### config.mk
export PLATFORM = sky130hd
export DESIGN_NAME = qspi_target_mem
export DESIGN_NICKNAME = d
export VERILOG_FILES = /design/src/rtl/qspi_target_mem.sv
export SDC_FILE = /design/constraint.sdc
export NUM_CORES = 1
export LEC_CHECK = 0
export BUFFER_PORTS_ARGS = -buffer_cell sky130_fd_sc_hd__buf_2
export CELL_PAD_IN_SITES_DETAIL_PLACEMENT = 2
export CELL_PAD_IN_SITES_GLOBAL_PLACEMENT = 2
export CORE_AREA = 2 2 172 174
export CTS_BUF_LIST = sky130_fd_sc_hd__clkbuf_16
export DETAILED_ROUTE_END_ITERATION = 8
export DIE_AREA = 0 0 174 176
export PLACE_DENSITY_LB_ADDON = 0.1
export REMOVE_ABC_BUFFERS = 1
export SYNTH_ARGS = -nofsm -noshare
export SYNTH_HDL_FRONTEND = slang
export SYNTH_SLANG_ARGS = --single-unit
### constraint.sdc
create_clock -name clk -period 2.9 [get_ports clk]
set_clock_uncertainty 0.1 [all_clocks]
set_input_delay 0.29 -clock clk [delete_from_list [all_inputs] [get_ports clk]]
set_output_delay 0.29 -clock clk [all_outputs]
set_load 0.02 [all_outputs]
### src/rtl/qspi_target_mem.sv
// qspi_target_mem: QSPI-SRAM target (memory emulator side).
//
// Decodes the 0x35 / 0xEB / 0x38 command set arriving on the QSPI pads.
// Presents the accesses on a word-wide request/acknowledge memory port.
// Lets an on-chip buffer stand in for external QSPI SRAM.
// Everything runs on clk. The pad inputs are oversampled, so f_clk >= 6*f_sck.
//
// Build option:
//   QSPI_TARGET_EXIT_QUAD_EN - quad command 0xF5 leaves quad mode at the
//                              following ncs rise. When it is not defined,
//                              quad mode is sticky until reset.
//
// Parameters:
//   ASZ  word-address width; uses the low ASZ bits of the 24-bit address (ASZ <= 24)
//   DSZ  data word width, a multiple of 4 and at least 8
//   WAIT dummy SCK cycles for 0xEB between the address and the first read nibble
//
// Ports:
//   clk, reset        system clock, asynchronous active-low reset
//   qspi_sck/ncs/data_in  raw pad inputs from the master
//   qspi_data_out(_en)    read nibble and pad output enable
//   mem_addr/wdata/we     word address, write data, one-clk write strobe
//   mem_rd_req/ack/rdata  read request held until ack; data valid with ack
//   quad_mode             quad protocol active
//   rd_underrun           sticky; a read word was due before its data arrived
//
// state    | meaning
// ---------+------------------------------------------------------------
// S_IDLE   | chip deselected, waiting for ncs fall
// S_CMD    | shifting the command (8 bits on IO0, or 2 nibbles in quad)
// S_ADDR   | shifting the 24-bit address, 6 nibbles
// S_WAIT   | 0xEB dummy cycles; first word is being fetched
// S_RDATA  | driving read nibbles on SCK falling edges
// S_WDATA  | collecting write nibbles into words
// S_IGNORE | unsupported or finished command; idle until ncs rises
module qspi_target_mem #(
  parameter int ASZ  = 22,
  parameter int DSZ  = 16,
  parameter int WAIT = 6
) (
  input  logic           clk,
  input  logic           reset,
  input  logic           qspi_sck,
  input  logic           qspi_ncs,
  input  logic [3:0]     qspi_data_in,
  output logic [3:0]     qspi_data_out,
  output logic           qspi_data_out_en,
  output logic [ASZ-1:0] mem_addr,
  output logic [DSZ-1:0] mem_wdata,
  output logic           mem_we,
  output logic           mem_rd_req,
  input  logic           mem_rd_ack,
  input  logic [DSZ-1:0] mem_rdata,
  output logic           quad_mode,
  output logic           rd_underrun
);

  localparam int NIB = DSZ / 4;
  localparam int NW  = $clog2(NIB + 1);
  localparam logic [NW-1:0] NIB_C    = NW'(NIB);
  localparam logic [NW-1:0] NIB_LAST = NW'(NIB - 1);
  localparam logic [7:0]    WAIT_C   = 8'(WAIT);

  typedef enum logic [2:0] {
    S_IDLE, S_CMD, S_ADDR, S_WAIT, S_RDATA, S_WDATA, S_IGNORE
  } state_t;

  // Pad synchronisers. The edge events come from stages 2 and 3, and the data
  // word is taken from stage 2, so it lines up with the detected sck edge.
  logic [2:0] sck_q, ncs_q;
  logic [3:0] din1_q, din2_q;

  always_ff @(posedge clk or negedge reset) begin
    if (!reset) begin
      sck_q  <= 3'b000;
      ncs_q  <= 3'b111;
      din1_q <= 4'h0;
      din2_q <= 4'h0;
    end else begin
      sck_q  <= {sck_q[1:0], qspi_sck};
      ncs_q  <= {ncs_q[1:0], qspi_ncs};
      din1_q <= qspi_data_in;
      din2_q <= din1_q;
    end
  end

  logic sck_rise, sck_fall, ncs_rise, ncs_fall;
  assign sck_rise = sck_q[1] & ~sck_q[2];
  assign sck_fall = ~sck_q[1] & sck_q[2];
  assign ncs_rise = ncs_q[1] & ~ncs_q[2];
  assign ncs_fall = ~ncs_q[1] & ncs_q[2];

  state_t         state_q, state_d;
  logic [7:0]     cnt_q, cnt_d;
  logic [7:0]     sr_q, sr_d;
  logic [19:0]    asr_q, asr_d;
  logic           is_rd_q, is_rd_d;
  logic           quad_q, quad_d;
  logic           quad_pend_q, quad_pend_d;
  logic           exit_pend_q, exit_pend_d;
  logic [ASZ-1:0] addr_q, addr_d;
  logic [DSZ-1:0] wdata_q, wdata_d;
  logic           we_q, we_d;
  logic [DSZ-1:0] wsh_q, wsh_d;
  logic [NW-1:0]  wcnt_q, wcnt_d;
  logic           req_q, req_d;
  logic           discard_q, discard_d;
  logic [DSZ-1:0] pf_q, pf_d;
  logic           pf_vld_q, pf_vld_d;
  logic [DSZ-1:0] sh_q, sh_d;
  logic [NW-1:0]  nib_q, nib_d;
  logic [3:0]     dout_q, dout_d;
  logic           oe_q, oe_d;
  logic           under_q, under_d;

  always_ff @(posedge clk or negedge reset) begin
    if (!reset) begin
      state_q     <= S_IDLE;
      cnt_q       <= '0;
      sr_q        <= '0;
      asr_q       <= '0;
      is_rd_q     <= 1'b0;
      quad_q      <= 1'b0;
      quad_pend_q <= 1'b0;
      exit_pend_q <= 1'b0;
      addr_q      <= '0;
      wdata_q     <= '0;
      we_q        <= 1'b0;
      wsh_q       <= '0;
      wcnt_q      <= '0;
      req_q       <= 1'b0;
      discard_q   <= 1'b0;
      pf_q        <= '0;
      pf_vld_q    <= 1'b0;
      sh_q        <= '0;
      nib_q       <= '0;
      dout_q      <= 4'h0;
      oe_q        <= 1'b0;
      under_q     <= 1'b0;
    end else begin
      state_q     <= state_d;
      cnt_q       <= cnt_d;
      sr_q        <= sr_d;
      asr_q       <= asr_d;
      is_rd_q     <= is_rd_d;
      quad_q      <= quad_d;
      quad_pend_q <= quad_pend_d;
      exit_pend_q <= exit_pend_d;
      addr_q      <= addr_d;
      wdata_q     <= wdata_d;
      we_q        <= we_d;
      wsh_q       <= wsh_d;
      wcnt_q      <= wcnt_d;
      req_q       <= req_d;
      discard_q   <= discard_d;
      pf_q        <= pf_d;
      pf_vld_q    <= pf_vld_d;
      sh_q        <= sh_d;
      nib_q       <= nib_d;
      dout_q      <= dout_d;
      oe_q        <= oe_d;
      under_q     <= under_d;
    end
  end

  logic [7:0]     cmd_spi, cmd_quad;
  logic [ASZ-1:0] addr_full;
  logic [DSZ-1:0] wsh_next;
  logic [DSZ-1:0] load_word;

  assign cmd_spi   = {sr_q[6:0], din2_q[0]};
  assign cmd_quad  = {sr_q[3:0], din2_q};
  assign addr_full = ASZ'({asr_q, din2_q});
  assign wsh_next  = (wsh_q << 4) | {{(DSZ-4){1'b0}}, din2_q};
  // If the prefetch is empty when a word is due, that word goes out as zeros.
  assign load_word = pf_vld_q ? pf_q : '0;

  always_comb begin
    state_d     = state_q;
    cnt_d       = cnt_q;
    sr_d        = sr_q;
    asr_d       = asr_q;
    is_rd_d     = is_rd_q;
    quad_d      = quad_q;
    quad_pend_d = quad_pend_q;
    exit_pend_d = exit_pend_q;
    addr_d      = addr_q;
    wdata_d     = wdata_q;
    we_d        = 1'b0;
    wsh_d       = wsh_q;
    wcnt_d      = wcnt_q;
    req_d       = req_q;
    discard_d   = discard_q;
    pf_d        = pf_q;
    pf_vld_d    = pf_vld_q;
    sh_d        = sh_q;
    nib_d       = nib_q;
    dout_d      = dout_q;
    oe_d        = oe_q;
    under_d     = under_q;

    // Post-increment after a write strobe, so mem_addr holds the written word's address during mem_we.
    if (we_q) addr_d = addr_q + 1'b1;

    // An ack for a request that was still open at ncs rise only closes that request. Its data is dropped.
    if (req_q && mem_rd_ack) begin
      req_d     = 1'b0;
      discard_d = 1'b0;
      if (!discard_q) begin
        pf_d     = mem_rdata;
        pf_vld_d = 1'b1;
      end
    end

    if (ncs_rise) begin
      state_d     = S_IDLE;
      oe_d        = 1'b0;
      pf_vld_d    = 1'b0;
      discard_d   = req_d;
      if (quad_pend_q) quad_d = 1'b1;
`ifdef QSPI_TARGET_EXIT_QUAD_EN
      if (exit_pend_q) quad_d = 1'b0;
`endif
      quad_pend_d = 1'b0;
      exit_pend_d = 1'b0;
    end else begin
      case (state_q)
        S_IDLE: begin
          if (ncs_fall) begin
            state_d = S_CMD;
            cnt_d   = '0;
            sr_d    = '0;
          end
        end

        S_CMD: begin
          if (sck_rise) begin
            cnt_d = cnt_q + 8'd1;
            if (quad_q) begin
              sr_d = cmd_quad;
              if (cnt_q == 8'd1) begin
                cnt_d = '0;
                asr_d = '0;
                case (cmd_quad)
                  8'hEB: begin state_d = S_ADDR; is_rd_d = 1'b1; end
                  8'h38: begin state_d = S_ADDR; is_rd_d = 1'b0; end
`ifdef QSPI_TARGET_EXIT_QUAD_EN
                  8'hF5: begin state_d = S_IGNORE; exit_pend_d = 1'b1; end
`endif
                  default: state_d = S_IGNORE;
                endcase
              end
            end else begin
              sr_d = cmd_spi;
              if (cnt_q == 8'd7) begin
                cnt_d   = '0;
                state_d = S_IGNORE;
                if (cmd_spi == 8'h35) quad_pend_d = 1'b1;
              end
            end
          end
        end

        S_ADDR: begin
          if (sck_rise) begin
            asr_d = {asr_q[15:0], din2_q};
            cnt_d = cnt_q + 8'd1;
            if (cnt_q == 8'd5) begin
              cnt_d  = '0;
              addr_d = addr_full;
              if (is_rd_q) begin
                state_d   = S_WAIT;
                req_d     = 1'b1;
                discard_d = 1'b0;
                pf_vld_d  = 1'b0;
              end else begin
                state_d = S_WDATA;
                wcnt_d  = '0;
              end
            end
          end
        end

        S_WAIT: begin
          if (sck_rise && cnt_q != WAIT_C) cnt_d = cnt_q + 8'd1;
          if (sck_fall && cnt_q == WAIT_C) begin
            state_d  = S_RDATA;
            oe_d     = 1'b1;
            dout_d   = load_word[DSZ-1 -: 4];
            sh_d     = load_word << 4;
            nib_d    = NW'(1);
            pf_vld_d = 1'b0;
            addr_d   = addr_q + 1'b1;
            req_d    = 1'b1;
            if (!pf_vld_q) under_d = 1'b1;
          end
        end

        S_RDATA: begin
          if (sck_fall) begin
            if (nib_q == NIB_C) begin
              dout_d   = load_word[DSZ-1 -: 4];
              sh_d     = load_word << 4;
              nib_d    = NW'(1);
              pf_vld_d = 1'b0;
              addr_d   = addr_q + 1'b1;
              req_d    = 1'b1;
              if (!pf_vld_q) under_d = 1'b1;
            end else begin
              dout_d = sh_q[DSZ-1 -: 4];
              sh_d   = sh_q << 4;
              nib_d  = nib_q + 1'b1;
            end
          end
        end

        S_WDATA: begin
          if (sck_rise) begin
            wsh_d = wsh_next;
            if (wcnt_q == NIB_LAST) begin
              wdata_d = wsh_next;
              we_d    = 1'b1;
              wcnt_d  = '0;
            end else begin
              wcnt_d = wcnt_q + 1'b1;
            end
          end
        end

        S_IGNORE: ;

        default: state_d = S_IDLE;
      endcase
    end
  end

  assign qspi_data_out    = dout_q;
  assign qspi_data_out_en = oe_q;
  assign mem_addr         = addr_q;
  assign mem_wdata        = wdata_q;
  assign mem_we           = we_q;
  assign mem_rd_req       = req_q;
  assign quad_mode        = quad_q;
  assign rd_underrun      = under_q;

endmodule
==> results of run 1 <==
==> power by group through the flow <==
| stage | sequential (mW) | combinational [mW] | clock [mW] |
|---|---|---|---|
| 2_1_floorplan | 2.77 | 1.14 | 0 |
| 3_3_place_gp | 2.74 | 1.96 | 0 |
| 3_5_place_dp | 2.77 | 2.04 | 0 |
| 4_1_cts | 2.73 | 2.08 | 2.43 |
| 5_1_grt | 2.79 | 2.26 | 2.51 |
| 6_report | 2.72 | 2.03 | 2.35 |
==> area by class of cell <==
type,count,area (sq um)
timing repair buffer,133,895
sequential,147,3680
multi-input combinational,530,3480
clock buffer,17,425
fill,3210,19300
inverter,15,56.3
tap,384,480
clock inverter,15,193
==> worst reg2reg max path: stages (launching register included) <==
cell,delay (ns)
dfrtp_1,0.43
inv_1,0.08
ha_1,0.15
nor3b_2,0.31
nand2_2,0.19
o41ai_4,0.38
buf_4,0.25
nand2_1,0.13
a21oi_1,0.30
o311ai_0,0.14
==> state kept, by name, summed over array words and instances (netlist names), 3 cells and up <==
| signal | flops |
|---|---|
| asr_q | 18 |
| cnt_q | 8 |
| din1_q | 4 |
| din2_q | 4 |
| mem_addr | 22 |
| mem_wdata | 16 |
| ncs_q | 3 |
| nib_q | 3 |
| pf_q | 16 |
| qspi_data_out | 4 |
| sck_q | 3 |
| sh_q | 12 |
| sr_q | 7 |
| state_q | 3 |
| wcnt_q | 3 |
| wsh_q | 12 |
==> stage by stage <==
stage,util [%],worst slack (ns)
3_5_place_dp,29.3,0.257
5_1_grt,32.3,0.0581
2_1_floorplan,-,0.0400
3_3_place_gp,29.3,0.289
4_1_cts,32.3,0.256
6_report,32.3,0.306
==> cells in the final DEF, fill, tap and decap left out, types with 7 or more instances in the layout <==
cell	Yosys	final
o31ai_1	16	16
nor2_1	46	46
nand2_1	97	97
nand3b_1	7	7
buf_2	6	70
and3_1	11	11
xnor2_1	13	13
inv_1	15	15
dfrtp_1	144	144
a31oi_1	15	15
o21ai_0	46	46
nor2b_1	11	11
a21oi_1	30	30
buf_4	1	39
clkbuf_16	0	17
dlygate4sd3_1	0	22
xor2_1	7	7
nand3_1	28	28
nand4_1	12	12
ha_1	9	9
nor3_1	15	15
mux2i_1	12	12
mux2_2	45	45
==> cells by family after synthesis <==
family	Yosys count
compound gates	167
xor+xnor	20
buf+inv	60
simple gates	277
mux	57
flops	147
fa+ha+maj	9
==> worst max path at each step <==
| stage | start | end | slack [ns] |
|---|---|---|---|
| after floorplan | state_q[1] | asr_q[0] | 0.04 |
| after global placement | state_q[2] | mem_addr[3] | 0.29 |
| after detailed placement | nib_q[0] | mem_addr[13] | 0.26 |
| after CTS | nib_q[0] | mem_addr[13] | 0.26 |
| after global routing | state_q[0] | sr_q[0] | 0.06 |
| final | cnt_q[1] | mem_addr[20] | 0.31 |
==> layer usage <==
layer  vias to the layer above  track usage, %  share of wire (%)
li1                       2882               -                  -
met4                         0            4.80                1.5
met1                      3219            22.6                 47
met3                        20            2.63                2.6
met5                         -               0                  0
met2                        83            28.4                 49
==> impl_results.md, run 1 <==
- Stages on worst setup path: 9
- Top-count cell post-synth: dfrtp_1
- Fin nets: just under 900
- Design area: approximately 0.009 sq mm
- #FFs+latches synth: approximately 150
- Hold path depth: 2
- Outcome: complete, no violations
- Hold Path Class: in2reg
- Dpl cell area: approximately 0.0084 sq mm
- Cell Count, Final, Fillers Out: around 1200
- Int Pwr: approximately 4.5 mW
- Skew-Pair Late Insertion Delay: 0.44 ns
- Yosys warns: 0
- Dpl hpwl: 17.7 mm
- GPL Wtd Cong: around 0.82
- Slowest CP cell: dfrtp_1
- Overflow left after global routing: 0
- Finish-stage setup viols: 0
- Setup TNS: 0 ns
- Fin. Hold Viols: 0
- Switching power share of the total: a little over a third
- Flop2flop setup slack: slightly above 0.3 ns
- Die X: ~170 um
- Yosys top cell area share: 48.6%
- Async SR Flop Fraction: 100%
- Starting DRC count in detailed routing: 228
- Starting density of the core: between 20% and 30%
- Post-synthesis simple-gate area fraction: a little under a fifth
- Sequential area share after synthesis: 49.7%
- Required @ worst endpoint: just over 3 ns
- Ant diodes: 0
- CP Buf/Inv Count: 2
- Most frequent cells after synthesis: dfrtp_1, nand2_1, nor2_1, o21ai_0, mux2_2
- Avg Cell Area, Syn: 10.1 sq um
- Max-slew violation count: 0
- CP peak stage delay: about 0.43 ns
- Synth area leader: dfrtp_1
- Net Sw Power: roughly 2.6 mW
- Area of the mapped netlist: approximately 0.0074 sq mm
- Worst path cell trace: inv_1 > ha_1 > nor3b_2 > nand2_2 > o41ai_4 > buf_4 > nand2_1 > a21oi_1 > o311ai_0
- Number of flops mapped to enable cells by yosys: 0
- Achievable Freq: 386 MHz
- Maximum buffer depth of the clock tree: 2
- # Post-CTS Setup Buffers: 0
- Crit Reg-Reg Endpoint: mem_addr[20]
- Synth Area in Adders: between 1.5 and 2%
- FP Rows: 62
- Mux cell area share after synthesis: 8.46%
- Clock buffer count from CTS: 17
- Port bufs: 71
- MaxCap Viol Count: 0
- Synth top area cells: dfrtp_1, mux2_2, nand2_1
- Initial antenna violation count: 0
- DR vias: roughly 6200
- Antenna Nets Post-Route: 0
- Worst-margin pin slew: just over 1 ns
- TritonCTS clock tree: built
- Post-synthesis compound-gate area fraction: about 15%
- Post-Synth XOR/XNOR Area: under 10%
- Leak Pwr: 4.01 nW
- Largest family of logic cells by synthesized area: simple AND/OR/NAND/NOR gates
- Endpoint, Worst Hold: pf_q[0]
- Overall Power: 7.10 mW
- DRC viols: 0
- CP Capture Type: flop
- CP Max Fanout: 9
- Wire length per cell: 19.8 um
- Vias in the first global route: between 6000 and 7000
- All-Layer GR Usage: between 10% and 20%
- DRT Wirelength: 24.6 mm
- Via density: 5.00
- Worst-path clk slew: about 0.070 ns
- RSZ-0062 raised after global routing: no
- Area growth syn-to-layout: 24.4%
- Dpl cells: roughly 1200
- Cts hold-fix bufs: 22
- Share of layout cells above drive strength 1: between 20% and 30%
- Drt first pass iters: 4
- Share of total power in combinational logic: around 29%
- H-tree Lvls: 4
- CP arrival: between 2 and 3 ns
- Worst hold margin: approximately 0.0054 ns
- Critical path's top delay family: compound AO/OA/AOI/OAI gates
- R2R depth: 9
- Largest net degree at the start of global routing: roughly 70
- Final period util: just under 90%
- Power share of the clock group: ~33%
- PostCTS Resize Cnt: 0
- IO Pins: between 70 and 80
- Max_slew headroom: about a third
- Die area: 0.0306 sq mm
- Top_reg_cell synth: dfrtp_1
- Maximum vdd drop: between 0.0003 and 0.0004 V
- Synth cell types: 76
- Min Clock Period, post-route: 2.59 ns
- Reg2reg start: cnt_q[1]
- First-pass GRT wire length: 40.4 mm
- Syn Inst Count: 737
- Chip Height: about 180 um
- Pwr dens: 771 mW/mm^2
- Clk sink count: 147
- Part of the power in registers: around two fifths
- CTS root buf: clkbuf_16
- Core area: around 0.029 sq mm
- Worst Setup Start Kind: flop
- Hold Crit Start: mem_rdata[0]
- Worst setup path class: reg2reg
(Power assumes the default switching activity.)
==> run 2: changes to the inputs <==
==> constraint.sdc (replaced) <==
create_clock -name clk -period 2.95 [get_ports clk]
set_clock_uncertainty 0.1 [all_clocks]
set_input_delay 0.295 -clock clk [delete_from_list [all_inputs] [get_ports clk]]
set_output_delay 0.295 -clock clk [all_outputs]
set_load 0.02 [all_outputs]
==> run 2 against run 1 <==
  * Routed wire length grew 1.6%
  * Combinational power about the same
  * Sequential share of layout area about the same
  * Core utilization hardly changed
  * Maximum frequency decreased by 2.9%
  * Largest cell class unchanged
  * Non-clock buffer count grew 1
  * Largest power group unchanged
==> impl_results.md, run 2 (same netlist as run 1, synthesis figures left out) <==
- CP Max Fanout: 9
- DR vias: about 6200
- CP Capture Type: flop
- Worst Setup Start Kind: flop
- Leak Pwr: a little over 4 nW
- Worst setup path class: reg2reg
- Starting DRC count in detailed routing: around 250
- Chip Height: around 180 um
- Wire length per cell: roughly 20 um
- Maximum vdd drop: ~0.00045 V
- Finish-stage setup viols: 0
- Int Pwr: ~4.4 mW
- Clock buffer count from CTS: 17
- Via density: between 4 and 5
- FILL cells: approximately 3200
- MaxCap Viol Count: 0
- FP Rows: 62
- Core area: between 0.02 and 0.03 sq mm
- Ant diodes: 0
- Initial antenna violation count: 0
- Drt first pass iters: 4
- H-tree Lvls: 4
- Largest register FFs: 22
- Worst-margin pin slew: roughly 1.0 ns
- DRC viols: 0
- Max-slew violation count: 0
- Fin. Hold Viols: 0
- Worst-path clk slew: ~0.070 ns
- Max_slew headroom: 32.0%
- Fin nets: 879
- Commonest cells after routing, fill and taps aside: dfrtp_1, nand2_1, buf_2
- Pwr dens: 761 mW/mm^2
- Port bufs: 71
- Outcome: complete, no violations
- # Post-CTS Setup Buffers: 0
- Maximum buffer depth of the clock tree: 2
- CP arrival: around 2.8 ns
- Min Clock Period, post-route: 2.67 ns
- Commonest non-fill, non-tap cell in the layout: dfrtp_1
- Share of total power in combinational logic: between 20 and 30%
- Part of the power in registers: a little under two fifths
- Overflow left after global routing: 0
- GPL Wtd Cong: about 0.76
- Flop2flop setup slack: about 0.28 ns
- DRT Wirelength: between 20 and 25 mm
- Die X: roughly 170 um
- Vias in the first global route: between 6000 and 7000
- Area growth syn-to-layout: 24.5%
- CTS root buf: clkbuf_16
- IO Pins: 72
- All-Layer GR Usage: between 10% and 20%
- Required @ worst endpoint: between 3 and 4 ns
- Largest net degree at the start of global routing: 64
- Power share of the clock group: about 33%
- Die area: between 0.03 and 0.04 sq mm
- Worst slack, placed: approximately 0.11 ns
- First-pass GRT wire length: ~40 mm
- Starting density of the core: approximately 26%
- Final Util: around 32%
- Net Sw Power: 2.58 mW
- Switching power share of the total: 36.8%
- Final Worst Setup Slack: about 0.28 ns
- Worst hold margin: between 0.015 and 0.02 ns
- Dpl hpwl: about 18 mm
- Final period util: between 90% and 100%
- Hold Path Class: in2reg
- TritonCTS clock tree: built
- Setup TNS: 0 ns
- RSZ-0062 raised after global routing: no
- Skew-Pair Late Insertion Delay: around 0.44 ns
- Clk sink count: between 100 and 150
- Achievable Freq: about 370 MHz
- Share of layout cells above drive strength 1: ~25%
- Antenna Nets Post-Route: 0
-- run 2: critical path, cell delays in order, from the launching register on --
cell	delay (ns)
dfrtp_1	0.42
inv_1	0.08
ha_1	0.16
nor3b_2	0.34
nand2_2	0.13
o41ai_4	0.35
buf_4	0.25
nand2_1	0.19
a21oi_2	0.31
o311ai_0	0.17
-- run 2: per-stage QoR --
step,power [mW],area (sq um),instances
after floorplan,3.84,7210,692
after global placement,4.65,8400,1190
after detailed placement,4.74,8400,1190
after CTS,7.15,9220,1242
after global routing,7.46,9220,1242
final,7.02,9220,1242
-- run 2: routing by layer --
layer | wire length, um | GRT usage, % | up-vias
met5 | 0 | 0 | -
met4 | 288 | 4.10 | 0
met3 | 717 | 2.80 | 19
met2 | 12400 | 29.5 | 88
met1 | 11500 | 21.9 | 3207
li1 | - | - | 2883
-- run 2: worst paths after layout --
path	startpoint	end	depth (start not counted)
hold reg to reg	din1_q[1]	din2_q[1]	0
min in group asynchronous	reset	asr_q[15]	2
setup / recovery	cnt_q[1]	mem_addr[20]	9
setup reg to reg	cnt_q[1]	mem_addr[20]	9
hold / removal	mem_rdata[8]	pf_q[8]	2
max in group asynchronous	reset	din1_q[3]	3
-- run 2: layout make-up --
cell class	instances	area [sq um]	share of cell area, %
timing repair buffer	134	897	9.73
clock buffer	17	425	4.61
inverter	15	56.3	0.611
clock inverter	15	195	2.12
sequential	147	3680	39.9
multi-input combinational	530	3490	37.8
tap	384	480	5.21
-- run 2: timing repair --
item | 4_1_cts | 5_1_grt
gates resized for setup | 0 | 2
setup endpoints to repair | 0 | 4
hold buffers | 20 | 0
hold endpoints to repair | 80 | 0
-- run 2: power groups by stage --
stage               sequential, mW  clock [mW]  combinational (mW)
finish                        2.68        2.32                2.02
global route                  2.74        2.48                2.24
CTS                           2.69        2.40                2.06
detailed placement            2.72           0                2.02
global placement              2.70           0                1.95
floorplan                     2.72           0                1.12
